File: src/rtl/wash_sensor_timer.sv
// Sensor conditioning and wash-phase timing for the washing machine controller.
// Three raw drum switches are synchronised and debounced into clean levels, a
// small FSM times the wash phase, and two watchdogs flag a fill or drain that
// never completes.
module wash_sensor_timer #(
  parameter int DEBOUNCE    = 4,
  parameter int WASH_CYCLES = 16,
  parameter int FILL_LIMIT  = 64,
  parameter int DRAIN_LIMIT = 64
) (
  input  logic       clk,
  input  logic       rst,
  input  logic       level_hi_raw,
  input  logic       level_lo_raw,
  input  logic       soap_raw,
  input  logic       water_valve,
  input  logic       motor,
  input  logic       drain_valve,
  output logic       filled,
  output logic       drained,
  output logic       detergent_add,
  output logic       cycle_timeout,
  output logic [1:0] fault
);

  typedef enum logic [1:0] {
    IDLE    = 2'd0,
    RUN     = 2'd1,
    EXPIRED = 2'd2
  } timerState_e;

  localparam logic [3:0] DB_LAST   = 4'(DEBOUNCE - 1);
  localparam logic [7:0] WASH_LOAD = 8'(WASH_CYCLES - 1);
  localparam logic [7:0] FILL_LIM  = 8'(FILL_LIMIT);
  localparam logic [7:0] DRAIN_LIM = 8'(DRAIN_LIMIT);

  // Channel order in the sensor vectors: bit0 high-water, bit1 low-water, bit2 soap.
  logic [2:0]      rawVec;
  logic [2:0]      sync1_q;
  logic [2:0]      sync2_q;
  logic [2:0]      deb_q;
  logic [2:0]      deb_d;
  logic [2:0][3:0] dbCnt_q;
  logic [2:0][3:0] dbCnt_d;

  timerState_e     state_q;
  timerState_e     state_d;
  logic [7:0]      washCnt_q;
  logic [7:0]      washCnt_d;

  logic [7:0]      fillCnt_q;
  logic [7:0]      fillCnt_d;
  logic [7:0]      drainCnt_q;
  logic [7:0]      drainCnt_d;
  logic [1:0]      fault_q;
  logic [1:0]      fault_d;

  assign rawVec = {soap_raw, level_lo_raw, level_hi_raw};

  // Two-flop synchroniser for the asynchronous switch inputs.
  always_ff @(posedge clk or negedge rst) begin
    if (!rst) begin
      sync1_q <= '0;
      sync2_q <= '0;
    end else begin
      sync1_q <= rawVec;
      sync2_q <= sync1_q;
    end
  end

  // Debounce: a mismatch must persist DEBOUNCE edges before the clean level flips.
  always_comb begin
    deb_d   = deb_q;
    dbCnt_d = '0;
    for (int i = 0; i < 3; i++) begin
      if (sync2_q[i] != deb_q[i]) begin
        if (dbCnt_q[i] == DB_LAST) begin
          deb_d[i] = ~deb_q[i];
        end else begin
          dbCnt_d[i] = dbCnt_q[i] + 4'd1;
        end
      end
    end
  end

  // Debounced levels and their stability counters.
  always_ff @(posedge clk or negedge rst) begin
    if (!rst) begin
      deb_q   <= '0;
      dbCnt_q <= '0;
    end else begin
      deb_q   <= deb_d;
      dbCnt_q <= dbCnt_d;
    end
  end

  assign filled        = deb_q[0];
  assign drained       = ~deb_q[1];
  assign detergent_add = deb_q[2];

  // Wash timer: runs while the motor spins, pauses while draining, aborts when the motor stops.
  always_comb begin
    state_d   = state_q;
    washCnt_d = washCnt_q;
    case (state_q)
      IDLE: begin
        if (motor && !drain_valve) begin
          state_d   = RUN;
          washCnt_d = WASH_LOAD;
        end
      end
      RUN: begin
        if (!motor) begin
          state_d   = IDLE;
          washCnt_d = '0;
        end else if (!drain_valve) begin
          if (washCnt_q == 8'd0) begin
            state_d = EXPIRED;
          end else begin
            washCnt_d = washCnt_q - 8'd1;
          end
        end
      end
      EXPIRED: begin
        if (!motor) begin
          state_d = IDLE;
        end
      end
      default: begin
        state_d   = IDLE;
        washCnt_d = '0;
      end
    endcase
  end

  // Wash timer state register.
  always_ff @(posedge clk or negedge rst) begin
    if (!rst) begin
      state_q   <= IDLE;
      washCnt_q <= '0;
    end else begin
      state_q   <= state_d;
      washCnt_q <= washCnt_d;
    end
  end

  assign cycle_timeout = (state_q == EXPIRED);

  // Watchdogs: count consecutive edges a valve is open without reaching its level; flags stick.
  always_comb begin
    fillCnt_d  = '0;
    drainCnt_d = '0;
    fault_d    = fault_q;
    if (water_valve && !filled) begin
      fillCnt_d = (fillCnt_q == FILL_LIM) ? fillCnt_q : fillCnt_q + 8'd1;
    end
    if (drain_valve && !drained) begin
      drainCnt_d = (drainCnt_q == DRAIN_LIM) ? drainCnt_q : drainCnt_q + 8'd1;
    end
    if (fillCnt_d == FILL_LIM) begin
      fault_d[0] = 1'b1;
    end
    if (drainCnt_d == DRAIN_LIM) begin
      fault_d[1] = 1'b1;
    end
  end

  // Watchdog counters and sticky fault flags.
  always_ff @(posedge clk or negedge rst) begin
    if (!rst) begin
      fillCnt_q  <= '0;
      drainCnt_q <= '0;
      fault_q    <= '0;
    end else begin
      fillCnt_q  <= fillCnt_d;
      drainCnt_q <= drainCnt_d;
      fault_q    <= fault_d;
    end
  end

  assign fault = fault_q;

endmodule

File: config.mk
export PLATFORM = sky130hd
export DESIGN_NAME = wash_sensor_timer
export DESIGN_NICKNAME = d
export VERILOG_FILES = /design/src/rtl/wash_sensor_timer.sv
export SDC_FILE = /design/constraint.sdc
export NUM_CORES = 1
export LEC_CHECK = 0
export ABC_CLOCK_PERIOD_IN_PS = 4400
export BUFFER_PORTS_ARGS = -buffer_cell sky130_fd_sc_hd__buf_4
export CAP_MARGIN = 0
export CELL_PAD_IN_SITES_DETAIL_PLACEMENT = 0
export CELL_PAD_IN_SITES_GLOBAL_PLACEMENT = 1
export CORE_ASPECT_RATIO = 1.2
export CORE_MARGIN = 8
export CORE_UTILIZATION = 41
export DETAILED_ROUTE_END_ITERATION = 10
export GPL_ROUTABILITY_DRIVEN = 0
export PLACE_DENSITY = 0.81
export SLEW_MARGIN = 20
export SYNTH_ARGS = -nofsm -noshare
export SYNTH_HDL_FRONTEND = slang
export SYNTH_SLANG_ARGS = --single-unit
export TNS_END_PERCENT = 5
File: constraint.sdc
create_clock -name clk -period 4.4 [get_ports clk]
set_input_delay 1.1 -clock clk [delete_from_list [all_inputs] [get_ports clk]]
set_output_delay 1.1 -clock clk [all_outputs]
set_load 0.02 [all_outputs]
==> results of run 1 <==
==> how the worst max path moves through the flow <==
stage,from,endpoint,slack (ps)
finish,drain_valve,washCnt_q[0]$_DFFE_PN0P_,2170
global route,drain_valve,washCnt_q[2]$_DFFE_PN0P_,2050
CTS,state_q[0]$_DFFE_PN0P_,cycle_timeout,2170
detailed placement,drain_valve,washCnt_q[0]$_DFFE_PN0P_,1850
global placement,drain_valve,washCnt_q[0]$_DFFE_PN0P_,1870
floorplan,drain_valve,washCnt_q[0]$_DFFE_PN0P_,2140
==> metrics by stage <==
stage	power, W	hold slack, ps
CTS	0.00108	358
global placement	0.000823	334
detailed placement	0.000825	337
global route	0.00114	366
finish	0.00106	354
floorplan	0.000741	331
==> per-layer routing <==
metal  track usage (%)  share of wire (%)  vias to the layer above
met2              17.7                 47                       24
met5                 0                  0                        -
met1              12.8                 48                      812
met3              3.19                3.8                        5
li1                  -                  -                      867
met4              4.32                1.2                        0
==> sequential cells by signal, indices dropped and copies added (netlist names), 3 cells and up <==
name	flops
sync2_q	3
washCnt_q	8
drainCnt_q	8
fillCnt_q	8
dbCnt_q	12
deb_q	3
sync1_q	3
==> power groups by stage <==
stage	Sequential (W)	Combinational, W	Clock, W
3_3_place_gp	0.000573	0.000250	0
3_5_place_dp	0.000574	0.000251	0
2_1_floorplan	0.000568	0.000173	0
4_1_cts	0.000565	0.000254	0.000266
5_1_grt	0.000573	0.000284	0.000286
6_report	0.000564	0.000247	0.000252
==> cell families (layout without fill, tap and decap cells) <==
group	after synthesis	after routing	share of synthesized area [%]
and+or+nand+nor	104	104	23.0
muxes	2	2	0.930
DFF	49	49	50.6
adders and majority gates	8	8	4.13
AOI/OAI and AO/OA	42	42	11.5
buffers and inverters	16	30	2.58
xor gates and xnor gates	20	20	7.23
==> critical path, cell delays in order <==
cell and delay [ps]:
sky130_fd_sc_hd__buf_4 130, sky130_fd_sc_hd__or3b_2 480, sky130_fd_sc_hd__a31oi_1 320, sky130_fd_sc_hd__nor2_1 140
sky130_fd_sc_hd__a22o_1 250
==> cells in the final DEF, fill, tap and decap left out, types with 4 or more instances in the layout <==
master,n
sky130_fd_sc_hd__nand2_1,9
sky130_fd_sc_hd__xnor2_1,5
sky130_fd_sc_hd__nand4_1,4
sky130_fd_sc_hd__nor2b_1,6
sky130_fd_sc_hd__xor2_1,15
sky130_fd_sc_hd__or3_1,4
sky130_fd_sc_hd__dfrtp_1,49
sky130_fd_sc_hd__nor3_1,9
sky130_fd_sc_hd__nand3_1,13
sky130_fd_sc_hd__ha_1,8
sky130_fd_sc_hd__inv_1,9
sky130_fd_sc_hd__buf_4,13
sky130_fd_sc_hd__nand2b_1,6
sky130_fd_sc_hd__clkbuf_8,5
sky130_fd_sc_hd__a21oi_1,14
sky130_fd_sc_hd__nand3b_1,4
sky130_fd_sc_hd__nor3b_1,6
sky130_fd_sc_hd__nor2_1,32
sky130_fd_sc_hd__o21ai_0,6
==> final cells by class <==
cell class                      instances  area [um^2]
Clock inverter                          1         7.51
Sequential cell                        49         1230
Fill cell                             545         2990
Tap cell                               80          100
Inverter                                9         33.8
Clock buffer                            7         76.3
Timing Repair Buffer                   13         97.6
Multi-Input combinational cell        176         1130
==> impl_results.md, run 1 <==
* Syn nets at 257
* Worst Hold Class: flip-flop to flip-flop
* Fraction of power spent switching nets at 31.2%
* Non-filler cells, final at 335
* Worst setup skew after layout at 4.67 ps
* Worst-case register-to-register setup slack at 2410 ps
* Type of element capturing the critical path: flip-flop
* Hold depth at 0
* Worst reg2reg path startpoint: fillCnt_q[0]$_DFF_PN0_
* Bufs on Longest Clock Path at 2
* Area growth from synthesis to layout at 10.4%
* Vias per inst at 5.10
* DRC violation total after the first TritonRoute iteration at 37
* Post-DP Area at 0.00259 mm^2
* Clock power frac at 23.7%
* Worst Min Path Start: sync1_q[2]$_DFF_PN0_
* Net switching power figure at 0.000332 W
* Die ar. at 0.00863 mm^2
* Total of cells resized after clock tree synthesis at 0
* Final instance area at 0.00268 mm^2
* Floorplan die width at 86.2 um
* Cells after Synth at 241
* Remaining Overflow, GRT at 0
* Power per Cell Area at 397 mW/mm^2
* Outcome: completed
* Io pins at 14
* Routed len/inst at 12.4 um
* Sequential Power Share at 53.1%
* CTS HTree Levels at 2
* Max_cap viols at 0
* Post-Syn Area per Cell at 10.1 um^2
* Clock transition at path regs at 80 ps
* Total Nets Final at 270
* Worst setup SP type: input pin
* Floorplan row count at 30
* Final number of setup-violating endpoints at 0
* Fraction of layout instances using a drive strength above 1 at 11.8%
* Root Buffer: sky130_fd_sc_hd__clkbuf_8
* Placed insts at 327
* Via count of the first global-routing pass at 1704
* Static power due to leakage at 1.18 nW
* Largest area contributor in the synthesized netlist: sky130_fd_sc_hd__dfrtp_1
* Number of antenna violations at the first check in global routing at 0
* First-pass GRT wire length at 7580 um
* Top flip-flop cell by instance count after synthesis: sky130_fd_sc_hd__dfrtp_1
* Sequential-to-total area share from yosys stat at 50.6%
* Synth Register Bits at 49
* RSZ-0062 raised after global routing: no
* Commonest cells in the netlist: 49 x sky130_fd_sc_hd__dfrtp_1, 32 x sky130_fd_sc_hd__nor2_1, 15 x sky130_fd_sc_hd__xor2_1
* Worst R2R End: fault[0]$_DFFE_PN0N_
* Post-CTS setup-driven buffer insertion count at 0
* EDFF count, synth at 0
* Number of CTS-inserted buffers at 5
* Ant. Diodes at 0
* Final worst setup slack at 2170 ps
* Die extent in y at 100 um
* Share of power burned in combinational logic at 23.2%
* Crit Path Class: input pin to flip-flop
* Finished Core Util at 47.2%
* Global Route Usage Sum at 10.8%
* Initial Utilization at 42.7%
* Capture endpoint of the worst hold path: sync2_q[2]$_DFF_PN0_
* Part of the cycle the worst path needs at 50.8%
* Main area contributors after synthesis: sky130_fd_sc_hd__dfrtp_1 51%, sky130_fd_sc_hd__xor2_1 5.4%, sky130_fd_sc_hd__nor2_1 5.0%
* Placeable core region at 0.00567 mm^2
* Max rail drop VDD at 228 uV
* Remaining routing DRC violations at 0
* Hold buffer count at cts at 0
* R2R cell count at 6
* Number of max-slew violations in the final report at 0
* Yosys top cell area share at 50.6%
* Minimum clock period at 2230 ps
* Final Hold Fails at 0
* Max Fclk at 448 MHz
* Worst skew pair latency at 290 ps
* Clock tree from TritonCTS: yes
* Total length of routed wires at 4160 um
* Relative slew slack at 59.6%
* Largest net degree at the start of global routing at 50
* Worst Max-Slew Pin Slew at 606 ps
* Worst Path Required at 4580 ps
* Half-perimeter wire length after detailed placement at 2970 um
* Setup TNS at 0 ps
* Internal cell power at 0.000732 W
* Endpoint arrival time on the critical path at 2420 ps
* Share of synthesized flip-flops with an asynchronous set or reset at 100%
* Yosys warning total at 0
* Port Buf Inserts at 13
* Peak fanout along the critical path at 7
* Post-synth cell types at 43
* Via total after detailed routing at 1708
* Setup Slack @ Placement at 1850 ps
* Length of the first detailed-routing pass in iterations at 4
* Combined area of all synthesized cells at 0.00242 mm^2
* Number of clock sinks at 49
* Top-count cell post-synth: sky130_fd_sc_hd__dfrtp_1
* Number of routed nets with antenna violations at 0
Power figures use the tool's default switching activity.
==> run 2, diff against run 1 <==
- ABC_CLOCK_PERIOD_IN_PS: 4400 -> 2200
- clock period: 4.4 -> 2.2 ns (I/O delays scaled with it)
==> run 2 against run 1 <==
Effect of this change:
- sequential share of layout area decreased by 0.68 points
- clock-buffer cell count stayed put
- worst hold slack worse by 92 ps
- critical path depth grew 1
- critical path type is now flip-flop to flip-flop
==> impl_results.md, run 2 (synthesis results as in run 1) <==
* Type of element capturing the critical path: flip-flop
* Max_cap viols at 0 (unchanged)
* Number of clock sinks at 49 (unchanged)
* Peak fanout along the critical path at 7 (unchanged)
* Number of CTS-inserted buffers at 5 (unchanged)
* Port Buf Inserts at 13 (unchanged)
* Top register by number of flip-flops: dbCnt_q
* Net switching power figure at 0.000670 W (+100%)
* Largest register FFs at 12 (unchanged)
* Setup TNS at 0 ps (unchanged)
* Total length of routed wires at 4330 um (+4.0%)
* Global Route Usage Sum at 11.3% (+0.52 points)
* Via count of the first global-routing pass at 1793 (+5.2%)
* Number of antenna violations at the first check in global routing at 0 (unchanged)
* Endpoint arrival time on the critical path at 2210 ps (-210 ps)
* Relative slew slack at 59.2% (-0.44 points)
* DRC violation total after the first TritonRoute iteration at 74 (+100%)
* Area growth from synthesis to layout at 12.1%
* Worst Path Required at 2390 ps (-2190 ps)
* Most used cells in the layout excluding fill and tap cells: 49 x sky130_fd_sc_hd__dfrtp_1, 32 x sky130_fd_sc_hd__nor2_1, 16 x sky130_fd_sc_hd__buf_4
* Part of the cycle the worst path needs at 91.6%
* Fraction of power spent switching nets at 30.4% (-0.79 points)
* Hold buffer count at cts at 0 (unchanged)
* Internal cell power at 0.00153 W (+110%)
* Length of the first detailed-routing pass in iterations at 4 (unchanged)
* Clock power frac at 25.6% (+1.9 points)
* Routed len/inst at 12.8 um (+3.1%)
* Total of cells resized after clock tree synthesis at 0 (unchanged)
* Final Hold Fails at 0 (unchanged)
* GR met3 Demand/Resource at 3.11% (-0.082 points)
* Die ar. at 0.00863 mm^2 (unchanged)
* Number of max-slew violations in the final report at 0 (unchanged)
* Worst Max-Slew Pin Slew at 612 ps (+6.57 ps)
* Ant. Diodes at 0 (unchanged)
* Root Buffer: sky130_fd_sc_hd__clkbuf_8
* Peak-usage layer in the global routing report: met2
* Remaining routing DRC violations at 0 (unchanged)
* Worst-case register-to-register setup slack at 180 ps (-2230 ps)
* Die extent in y at 100 um (unchanged)
* Met1 Track Usage GR at 13.3% (+0.54 points)
* Power per Cell Area at 812 mW/mm^2 (+100%)
* Finished Core Util at 47.9% (+0.71 points)
* Commonest non-fill, non-tap cell in the layout: sky130_fd_sc_hd__dfrtp_1
* Remaining Overflow, GRT at 0 (unchanged)
* Placeable core region at 0.00567 mm^2 (unchanged)
* Placed insts at 330 (+0.92%)
* Bufs on Longest Clock Path at 2 (unchanged)
* Half-perimeter wire length after detailed placement at 3070 um (+3.5%)
* Minimum clock period at 2020 ps
* First-pass GRT wire length at 7950 um (+4.8%)
* Overall power after layout at 0.00220 W (+110%)
* Worst skew pair latency at 290 ps (about the same)
* Clock transition at path regs at 90 ps (about the same)
* Floorplan die width at 86.2 um (unchanged)
* Worst setup SP type: flip-flop
* RSZ-0062 raised after global routing: no
* Max Fclk at 496 MHz
* Floorplan row count at 30 (unchanged)
* Largest net degree at the start of global routing at 50 (unchanged)
* Setup Slack @ Placement at 199 ps (-1650 ps)
* Total Nets Final at 273 (+1.1%)
* Io pins at 14 (unchanged)
* Share of power burned in combinational logic at 23.1% (about the same)
* Worst setup skew after layout at 3.24 ps (-1.44 ps)
* Final worst setup slack at 185 ps (-1980 ps)
* Non-filler cells, final at 338 (+0.90%)
* Clock tree from TritonCTS: yes
* Initial Utilization at 42.7% (unchanged)
* Post-CTS setup-driven buffer insertion count at 0 (unchanged)
* Fraction of layout instances using a drive strength above 1 at 13.6% (+1.8 points)
* Sequential Power Share at 51.2% (-1.9 points)
* CTS HTree Levels at 2 (unchanged)
* Crit Path Class: flip-flop to flip-flop
* Static power due to leakage at 1.21 nW (+2.6%)
* Final number of setup-violating endpoints at 0 (unchanged)
* Outcome: completed
* Worst Hold Class: input pin to asynchronous set/reset pin
* Via total after detailed routing at 1759 (+3.0%)
* Met2 usage at 19.2% (+1.5 points)
* Vias per inst at 5.20 (+2.1%)
* Number of routed nets with antenna violations at 0 (unchanged)
* Max rail drop VDD at 412 uV (+81%)
run 2: per-stage QoR:
step / instance area, um^2 / hold slack, ps
final: 2720 / 262
after global routing: 2720 / 320
after CTS: 2720 / 285
after detailed placement: 2610 / 340
after global placement: 2610 / 335
after floorplan: 2420 / 254
run 2: power groups by stage:
stage,registers (W),clock network [W],logic (W)
finish,0.00113,0.000565,0.000510
global route,0.00115,0.000632,0.000583
CTS,0.00113,0.000598,0.000522
detailed placement,0.00115,0,0.000518
global placement,0.00114,0,0.000514
floorplan,0.00114,0,0.000345
run 2: worst paths after layout:
check,startpoint,endpoint,depth (start not counted)
max in group asynchronous,rst,dbCnt_q[2]$_DFF_PN0_,1
setup reg to reg,fillCnt_q[0]$_DFF_PN0_,fault[0]$_DFFE_PN0N_,6
setup / recovery,fillCnt_q[0]$_DFF_PN0_,fault[0]$_DFFE_PN0N_,6
hold / removal,rst,sync2_q[0]$_DFF_PN0_,1
hold reg to reg,sync1_q[0]$_DFF_PN0_,sync2_q[0]$_DFF_PN0_,0
min in group clk,sync1_q[0]$_DFF_PN0_,sync2_q[0]$_DFF_PN0_,0
run 2: routing by layer:
metal  part of all wire [%]  wire, um  vias up
li1                       -         -      869
met2                     48      2090       22
met3                    3.7       159        4
met5                      0         0        -
met1                     47      2030      864
met4                    1.1        49        0
run 2: area by class of cell:
cell class | count | area, um^2
clock inverters | 1 | 5.00
multi-input cells | 176 | 1130
repair buffers | 16 | 120
flip-flops and latches | 49 | 1230
clock buffers | 7 | 96.3
well taps | 80 | 100
inverters | 9 | 33.8
fillers | 547 | 2950
run 2: critical path, cell delays in order, from the launching register on:
cell,delay [ps]
sky130_fd_sc_hd__dfrtp_1,460
sky130_fd_sc_hd__inv_1,140
sky130_fd_sc_hd__ha_1,150
sky130_fd_sc_hd__nand4bb_1,170
sky130_fd_sc_hd__or2_0,370
sky130_fd_sc_hd__a311o_1,390
sky130_fd_sc_hd__a41o_1,230
==> run 3, diff against run 2 <==
- ABC_AREA: not set -> 1
- PLACE_DENSITY: 0.81 -> 0.84
==> run 3 against run 2 <==
Effect of this change:
- clock power increased by 17%
- combinational power up 110%
- via count up 8.9%
- critical path depth increased by 3
- setup slack better by 470 ps
- critical endpoint is now washCnt_q[6]$_DFFE_PN0P_
- highest routed layer unchanged
==> impl_results.md, run 3 <==
* Worst Path Required at 2400 ps (about the same)
* Relative slew slack at 60.3% (+1.1 points)
* Total Nets Final at 356 (+30%)
* Part of the cycle the worst path needs at 70.0% (-22 points)
* Worst Hold Class: input pin to asynchronous set/reset pin
* Top flip-flop cell by instance count after synthesis: sky130_fd_sc_hd__dfrtp_1
* Yosys top cell area share at 47.6% (-3.0 points)
* Half-perimeter wire length after detailed placement at 3370 um (+9.6%)
* Max_cap viols at 0 (unchanged)
* RSZ-0062 raised after global routing: no
* Top register by number of flip-flops: dbCnt_q
* Max rail drop VDD at 719 uV (+75%)
* Post-CTS setup-driven buffer insertion count at 0 (unchanged)
* Number of CTS-inserted buffers at 5 (unchanged)
* Combined area of all synthesized cells at 0.00257 mm^2 (+6.2%)
* Number of antenna violations at the first check in global routing at 0 (unchanged)
* Final Hold Fails at 0 (unchanged)
* Root Buffer: sky130_fd_sc_hd__clkbuf_8
* Number of routed nets with antenna violations at 0 (unchanged)
* Total of cells resized after clock tree synthesis at 0 (unchanged)
* Clock transition at path regs at 90 ps (about the same)
* Most used cells in the layout excluding fill and tap cells: 77 x sky130_fd_sc_hd__nand2_1, 61 x sky130_fd_sc_hd__inv_1, 49 x sky130_fd_sc_hd__dfrtp_1
* Worst reg2reg path startpoint: washCnt_q[1]$_DFFE_PN0P_
* Yosys warning total at 0 (unchanged)
* Post-synthesis share of cell area spent on xor and xnor gates at 4.42% (-2.8 points)
* Max Fclk at 649 MHz (+31%)
* Setup TNS at 0 ps (unchanged)
* Routed len/inst at 10.4 um (-19%)
* R2R cell count at 9 (+3)
* Worst skew pair latency at 300 ps (about the same)
* Area occupied by registers at 0.00123 mm^2 (unchanged)
* Bufs on Longest Clock Path at 2 (unchanged)
* Power per Cell Area at 1030 mW/mm^2 (+27%)
* Worst R2R End: washCnt_q[6]$_DFFE_PN0P_
* Port Buf Inserts at 13 (unchanged)
* Compound-Gate Fraction of Synth Area at 5.79% (-5.7 points)
* Commonest non-fill, non-tap cell in the layout: sky130_fd_sc_hd__nand2_1
* Dominant combinational cell family by area after synthesis: simple AND/OR/NAND/NOR gates
* Top-count cell post-synth: sky130_fd_sc_hd__nand2_1
* Global Route Usage Sum at 11.3% (+0.017 points)
* EDFF count, synth at 0 (unchanged)
* Clock tree from TritonCTS: yes
* Syn nets at 336 (+31%)
* Last element of the critical path: washCnt_q[6]$_DFFE_PN0P_
* Length of the first detailed-routing pass in iterations at 4 (unchanged)
* Multiplexer area fraction after synthesis at 0.875% (-0.055 points)
* Main area contributors after synthesis: sky130_fd_sc_hd__dfrtp_1 48%, sky130_fd_sc_hd__nand2_1 11%, sky130_fd_sc_hd__inv_1 8.9%
* Sequential-to-total area share from yosys stat at 47.6% (-3.0 points)
* Hold buffer count at cts at 0 (unchanged)
* Remaining Overflow, GRT at 0 (unchanged)
* Adder and majority gate portion of the synthesized area at 3.89% (-0.24 points)
* Die ar. at 0.00908 mm^2 (+5.2%)
* Minimum clock period at 1540 ps (-475 ps)
* Cells after Synth at 320 (+33%)
* Simple-gate share of the synthesized area at 27.8% (+4.8 points)
* Post-synth cell types at 29 (-33%)
* Placeable core region at 0.00605 mm^2 (+6.8%)
* Via count of the first global-routing pass at 1997 (+11%)
* Crit Path Class: flip-flop to flip-flop
* Outcome: completed
* Type of element capturing the critical path: flip-flop
* Fraction of layout instances using a drive strength above 1 at 12.0% (-1.5 points)
* Io pins at 14 (unchanged)
* Largest area contributor in the synthesized netlist: sky130_fd_sc_hd__dfrtp_1
* Static power due to leakage at 1.61 nW (+33%)
* Via total after detailed routing at 1915 (+8.9%)
* Synth Register Bits at 49 (unchanged)
* Number of max-slew violations in the final report at 0 (unchanged)
* Peak fanout along the critical path at 10 (+3)
* Remaining routing DRC violations at 0 (unchanged)
* Worst Max-Slew Pin Slew at 595 ps (-16.9 ps)
* Worst setup SP type: flip-flop
* Endpoint arrival time on the critical path at 1740 ps (-470 ps)
* Largest net degree at the start of global routing at 50 (unchanged)
* Floorplan die width at 88.3 um (+2.5%)
* Die extent in y at 103 um (+2.6%)
* First-pass GRT wire length at 8270 um (+4.0%)
* Floorplan row count at 31 (+3.3%)
* Fill cell instance count of the final layout at 619 (+13%)
* Multi-input gate area in the final layout at 0.00110 mm^2 (-2.9%)
* Vias per inst at 4.53 (-13%)
* Worst setup skew after layout at 5.50 ps (+2.26 ps)
* Ant. Diodes at 0 (unchanged)
* Initial Utilization at 42.5% (-0.20 points)
* Largest register FFs at 12 (unchanged)
* DRC violation total after the first TritonRoute iteration at 63 (-15%)
* Area growth from synthesis to layout at 12.4%
* Number of clock sinks at 49 (unchanged)
* Final hold slack at 247 ps (-14.5 ps)
* Worst-case register-to-register setup slack at 660 ps (+470 ps)
* CTS HTree Levels at 2 (unchanged)
* Final number of setup-violating endpoints at 0 (unchanged)
* Commonest cells in the netlist: 77 x sky130_fd_sc_hd__nand2_1, 61 x sky130_fd_sc_hd__inv_1, 49 x sky130_fd_sc_hd__dfrtp_1
* Critical path launch point: washCnt_q[1]$_DFFE_PN0P_
* Total length of routed wires at 4390 um (+1.5%)
* Share of synthesized flip-flops with an asynchronous set or reset at 100% (unchanged)
* Post-Syn Area per Cell at 8.04 um^2 (-20%)
[run 3: changes by cell type after synthesis, moves of 5 or more]
cell,before,now
sky130_fd_sc_hd__a21oi_1,14,4
sky130_fd_sc_hd__nand2_1,9,77
sky130_fd_sc_hd__nor3_1,9,1
sky130_fd_sc_hd__nor2b_1,6,0
sky130_fd_sc_hd__nand3_1,13,30
sky130_fd_sc_hd__nand2b_1,6,0
sky130_fd_sc_hd__clkbuf_1,5,0
sky130_fd_sc_hd__nor3b_1,6,0
sky130_fd_sc_hd__inv_1,9,61
sky130_fd_sc_hd__xor2_1,15,7
sky130_fd_sc_hd__nor2_1,32,41
[run 3: routing by layer]
metal | up-vias | part of all wire [%] | global-route usage [%]
li1 | 1016 | - | -
met1 | 874 | 45 | 12.7
met2 | 19 | 51 | 20.4
met3 | 6 | 2.4 | 2.47
met4 | 0 | 1.5 | 4.04
met5 | - | 0 | 0
[run 3: cell type report]
type                       instances  share of cell area, %
clock buffer                       5                   2.38
sequential                        49                   42.4
tap                               82                   3.55
timing repair buffer              13                   3.37
clock inverter                     3                   1.73
multi-input combinational        206                   38.1
inverter                          65                   8.52
[run 3: logic make-up after synthesis]
family          after synthesis
simple gates                160
fa+ha+maj                     8
buf+inv                      65
compound gates               23
flops                        49
xor+xnor                     13
mux                           2
[run 3: worst min path at each step]
stage	end	slack, ps	cells past startpoint
after floorplan	dbCnt_q[0]$_DFF_PN0_	250	0
after global placement	sync2_q[2]$_DFF_PN0_	330	0
after detailed placement	sync2_q[1]$_DFF_PN0_	330	0
after CTS	dbCnt_q[0]$_DFF_PN0_	270	1
after global routing	fault[1]$_DFFE_PN0N_	300	1
final	washCnt_q[7]$_DFFE_PN0P_	250	1
[run 3: per-stage QoR]
stage / power (W) / worst slack [ps] / util (%) / area (um^2) / instances
floorplan: 0.00208 / 812 / - / 2570 / 320
global placement: 0.00234 / 712 / 45.8 / 2770 / 415
CTS: 0.00303 / 648 / 47.8 / 2890 / 423
global route: 0.00324 / 484 / 47.8 / 2890 / 423
finish: 0.00299 / 660 / 47.8 / 2890 / 423
detailed placement: 0.00235 / 693 / 45.8 / 2770 / 415
[run 3: worst max-delay path, stage by stage, from the launching register on]
cell	delay, ps
sky130_fd_sc_hd__dfrtp_1	390
sky130_fd_sc_hd__inv_1	120
sky130_fd_sc_hd__ha_1	280
sky130_fd_sc_hd__nand4_4	140
sky130_fd_sc_hd__nor2_4	140
sky130_fd_sc_hd__nand2_4	90
sky130_fd_sc_hd__nand2_8	100
sky130_fd_sc_hd__inv_4	50
sky130_fd_sc_hd__nand3_1	70
sky130_fd_sc_hd__nand2_1	50
[run 3: where the power goes]
group / switching [W] / internal, W
Sequential: 0.000158 / 0.00109
Combinational: 0.000671 / 0.000405
Clock: 0.000315 / 0.000349
